## config.mk

```make
export PLATFORM = sky130hd
export DESIGN_NAME = demux_1to8_deserializer
export DESIGN_NICKNAME = d
export VERILOG_FILES = /design/src/rtl/demux_1to8_deserializer.sv
export SDC_FILE = /design/constraint.sdc
export NUM_CORES = 1
export LEC_CHECK = 0
export BUFFER_PORTS_ARGS = -buffer_cell sky130_fd_sc_hd__buf_2
export CAP_MARGIN = 20
export CORE_MARGIN = 4
export CORE_UTILIZATION = 56
export CTS_CLUSTER_DIAMETER = 200
export DETAILED_ROUTE_END_ITERATION = 8
export PLACE_DENSITY = 0.81
export REMOVE_ABC_BUFFERS = 1
export SYNTH_ARGS = -nofsm -noshare
export SYNTH_HDL_FRONTEND = slang
export SYNTH_SLANG_ARGS = --single-unit
```

## constraint.sdc

```tcl
create_clock -name clk_i -period 4.1 [get_ports clk_i]
set_clock_uncertainty 0.05 [all_clocks]
set_input_delay 0.82 -clock clk_i [delete_from_list [all_inputs] [get_ports clk_i]]
set_output_delay 0.82 -clock clk_i [all_outputs]
set_load 0.02 [all_outputs]
```

## src/rtl/demux_1to8_deserializer.sv

```systemverilog
// demux_1to8_deserializer
//   Serial-to-parallel receiver. Each valid bit is steered into the frame lane
//   selected by the internal lane pointer. After Lanes bits the completed word
//   is loaded onto y_o, and y_valid_o pulses for one cycle. If frame_start_i
//   arrives mid-frame, the partial frame is dropped and frame_err_o pulses.
//
// Ports
//   clk_i          rising-edge clock
//   rst_ni         asynchronous active-low reset
//   din_i          serial data bit
//   din_valid_i    din_i is consumed at this rising edge
//   frame_start_i  current valid bit is lane 0 of a new frame
//   y_o            last completed frame, y_o[k] = bit received on lane k
//   y_valid_o      one-cycle pulse when y_o loads a new frame
//   sel_o          lane the next accepted bit is written to
//   busy_o         a frame is being collected
//   frame_err_o    one-cycle pulse when a restart discards a partial frame
module demux_1to8_deserializer #(
  parameter int unsigned Lanes = 8,
  parameter int unsigned SelW  = $clog2(Lanes)
) (
  input  logic             clk_i,
  input  logic             rst_ni,
  input  logic             din_i,
  input  logic             din_valid_i,
  input  logic             frame_start_i,
  output logic [Lanes-1:0] y_o,
  output logic             y_valid_o,
  output logic [SelW-1:0]  sel_o,
  output logic             busy_o,
  output logic             frame_err_o
);

  typedef enum logic [0:0] {StIdle, StCollect} state_e;

  localparam logic [SelW-1:0] LastLane = SelW'(Lanes - 1);

  state_e           state_q, state_d;
  logic [Lanes-1:0] frame_q, frame_d;
  logic [Lanes-1:0] y_q, y_d;
  logic [SelW-1:0]  sel_q, sel_d;
  logic             y_valid_q, y_valid_d;
  logic             frame_err_q, frame_err_d;

  always_comb begin
    state_d     = state_q;
    frame_d     = frame_q;
    y_d         = y_q;
    sel_d       = sel_q;
    y_valid_d   = 1'b0;
    frame_err_d = 1'b0;

    unique case (state_q)
      StIdle: begin
        // Bits arriving without frame_start_i are silently dropped.
        if (din_valid_i && frame_start_i) begin
          frame_d[0] = din_i;
          sel_d      = SelW'(1);
          state_d    = StCollect;
        end
      end
      StCollect: begin
        if (din_valid_i) begin
          if (frame_start_i) begin
            // Restart: the new bit becomes lane 0; y_o keeps the previous frame.
            frame_err_d = 1'b1;
            frame_d[0]  = din_i;
            sel_d       = SelW'(1);
          end else if (sel_q == LastLane) begin
            // Last bit goes straight to y_o so the frame completes on this edge.
            y_d       = {din_i, frame_q[Lanes-2:0]};
            y_valid_d = 1'b1;
            sel_d     = '0;
            state_d   = StIdle;
          end else begin
            frame_d[sel_q] = din_i;
            sel_d          = sel_q + SelW'(1);
          end
        end
      end
      default: state_d = StIdle;
    endcase
  end

  always_ff @(posedge clk_i or negedge rst_ni) begin
    if (!rst_ni) begin
      state_q     <= StIdle;
      frame_q     <= '0;
      y_q         <= '0;
      sel_q       <= '0;
      y_valid_q   <= 1'b0;
      frame_err_q <= 1'b0;
    end else begin
      state_q     <= state_d;
      frame_q     <= frame_d;
      y_q         <= y_d;
      sel_q       <= sel_d;
      y_valid_q   <= y_valid_d;
      frame_err_q <= frame_err_d;
    end
  end

  assign y_o         = y_q;
  assign y_valid_o   = y_valid_q;
  assign sel_o       = sel_q;
  assign busy_o      = (state_q == StCollect);
  assign frame_err_o = frame_err_q;

endmodule

```

==> results by group <==
Clock tree
  • # hold bufs at CTS: 0
  • Cts bufs inserted: 3
  • Clock Sink Count: 21
  • Clock transition at path regs: 0.11 ns
  • Post-CTS resize count: 0
  • Clock Tree Root: clkbuf_4
  • Setup Fix Bufs, Post-CTS: 0
  • Longest Clk Path Bufs: 2
  • Htree depth: 1
  • Clock Latency Late Sink: about 0.3 ns
  • CTS tree: done

Route
  • Initial DRT Pass Iterations: 4
  • Final ANT Viol Nets: 0
  • Final wirelength: 1.50 mm
  • DRC Markers: 0
  • Wirelength per Cell: 14.2 um
  • Avg Vias per Cell: about 5.7
  • Routed via count: 597
  • Number of DRC markers in iteration 0: 1

Power
  • Overall Power: 540 uW
  • Peak supply drop: slightly below 300 uV
  • Seq pwr share: 0.545
  • Leakage power: 0.000572 uW
  • Power Density: 510 nW/um^2
  • Combinational share of power: 0.275
  • Switching Share: 0.320
  • Cell Int Power: around 370 uW
  • Clock share of power: 0.180
  • Switching pwr: 173 uW

Logic synthesis
  • Syn_area_per_cell: roughly 14 um^2
  • Post-synthesis sequential area ratio: 0.556
  • Adder-Cell Fraction of Synth Area: 0.0397
  • Cells after Synth: 70
  • Largest family of logic cells by synthesized area: multiplexers
  • Synthesized flop and latch total: 21
  • Compound-cell area share of the yosys netlist: 0.0463
  • Mapped cell area: between 900 and 1000 um^2
  • Simple-Gate Fraction of Synth Area: 0.142
  • Area contributors post-synth: dfrtp_1 (56%), mux2_2 (13%), ha_1 (4.0%), mux2_1 (2.4%), a22o_2 (2.1%)
  • Post-synthesis mux area share: 0.181
  • Top-area cell type share of the netlist area: 0.556
  • Post-synthesis xor/xnor area fraction: 0
  • Yosys warns: 0
  • Synth cell types: 26
  • Yosys top cell by area: dfrtp_1

Global route
  • Initial antenna violation count: 0
  • GRT overflow: 0
  • GRT Total Usage: 0.152
  • Vias in the first global route: 642
  • First-pass GRT wire length: 2.77 mm
  • Largest net degree at the start of global routing: 22

Hold path
  • Type of the most critical hold path: primary input to async pin

Setup path
  • Startpoint class of the critical path: register
  • R2r startpoint: sel_o[0]
  • Reg2reg setup slack: 2.24 ns
  • CP cell instances: buf_2
  • Endpoint class of the critical path: output pin
  • R2R cell count: 5
  • Largest delay share family, worst path: flip-flops
  • Slowest cell delay on critical path: 0.52 ns
  • CP bufs+invs: 1
  • Critical path class: register to output pin
  • Reg2reg end: frame_q[3]
  • Slowest CP cell: dfrtp_1
  • CP arrival: around 1.1 ns
  • Crit path max fanout: 10
  • Req. time, crit path: roughly 3.2 ns

STA
  • Min Tclk post-route: 1.92 ns
  • Fmax: 0.520 GHz
  • Hold Fails Final Rpt: 0
  • Final setup fails: 0
  • RSZ-0062 raised after global routing: no
  • Slew @ Worst Pin: 0.433 ns
  • Final Max Slew Viols: 0
  • Final worst-path cycle share: 0.469
  • Setup TNS: 0 ns
  • Max-slew headroom: 0.711

Layout
  • Layout cell share with drive strength beyond 1: 0.427
  • Finished Cell Area: 1060 um^2
  • Layout area overhead: 12.0%
  • Final #Nets: 98
  • FF/Latch Area: 526 um^2
  • Fill cells: about 120
  • Multi-input logic area: 387 um^2
  • Diode count: 0
  • Core Util, Final: 0.680

Floorplanning
  • I/O pins: 19
  • Die area: 2410 um^2
  • Initial core utilization: 0.607
  • Area of the core: 1560 um^2
  • Die H: 49.1 um
  • Num rows: 14
  • Die Wd: roughly 49 um

Placement
  • DP HPWL: 1.12 mm
  • Port Buf Inserts: 18
  • Dpl cell area: 1030 um^2
  • GP Congestion: 0.767

Job
  • Max-cap violation count: 0

Outcome
  • Status: complete, no violations
==> routing by layer <==
| metal | share of wire | up-vias | GRT usage | routed length [um] |
|---|---|---|---|---|
| met3 | 0.034 | 5 | 0.0428 | 51 |
| met5 | 0 | - | 0 | 0 |
| met2 | 0.47 | 13 | 0.243 | 708 |
| li1 | - | 289 | - | - |
| met1 | 0.46 | 290 | 0.170 | 686 |
| met4 | 0.033 | 0 | 0.114 | 49 |
==> cell usage in the layout (no fill, tap or decap), drive strengths merged <==
cell type	n
and3b	1
nand4	2
ha	3
clkbuf	4
nand2	3
nor3b	2
or3b	1
a32o	1
mux2i	1
nand3	3
nand4b	2
buf	18
inv	3
nand2b	1
mux2	14
and4bb	1
o221ai	1
and3	1
a22o	2
nor2	3
dfrtp	21
o21ai	1
==> cells by family after synthesis <==
group           after synthesis
flops                        21
mux                          15
compound gates                5
buf+inv                       6
fa+ha+maj                     3
simple gates                 20
==> area by class of cell <==
class / count / share of cell area
clock buffer: 4 / 0.0248
inverter: 3 / 0.0106
multi-input combinational: 43 / 0.365
sequential: 21 / 0.496
tap: 16 / 0.0189
timing repair buffer: 18 / 0.0850
==> through the flow <==
step | instances | setup slack, ns | hold WS [ns]
global placement | 101 | 2.13 | 0.425
finish | 105 | 2.18 | 0.386
floorplan | 67 | 2.30 | 0.410
global route | 105 | 2.10 | 0.400
CTS | 105 | 2.17 | 0.396
detailed placement | 101 | 2.07 | 0.436
==> power groups by stage <==
stage / registers, uW / clock network [uW] / logic, uW
floorplan: 323 / 0 / 73.6
global placement: 296 / 0 / 147
detailed placement: 300 / 0 / 151
CTS: 295 / 102 / 151
global route: 304 / 113 / 165
finish: 295 / 97.1 / 148
==> sequential cells by signal, indices dropped and copies added (netlist names) <==
register,flops
frame_q,7
y_valid_o,1
y_o,8
sel_o,3
busy_o,1
frame_err_o,1
==> worst max-delay path by stage <==
stage                     cells after the start          to          start  slack, ns
after CTS                                     1    sel_o[2]       sel_o[2]       2.17
after global placement                        4      y_o[2]  frame_start_i       2.13
final                                         1    sel_o[2]       sel_o[2]       2.18
after detailed placement                      4  frame_q[5]  frame_start_i       2.07
after floorplan                               5  frame_q[3]       sel_o[0]       2.30
after global routing                          1    sel_o[2]       sel_o[2]       2.10
==> synth_stat cells (all sizes together) <==
cell,n
a22o,2
a32o,1
and3,1
and3b,1
and4bb,1
buf,2
clkbuf,1
dfrtp,21
ha,3
inv,3
mux2,14
mux2i,1
nand2,3
nand2b,1
nand3,3
nand4,2
nand4b,2
nor2,3
nor3b,2
o21ai,1
o221ai,1
or3b,1
No activity file was read; power rests on OpenSTA's default activity.
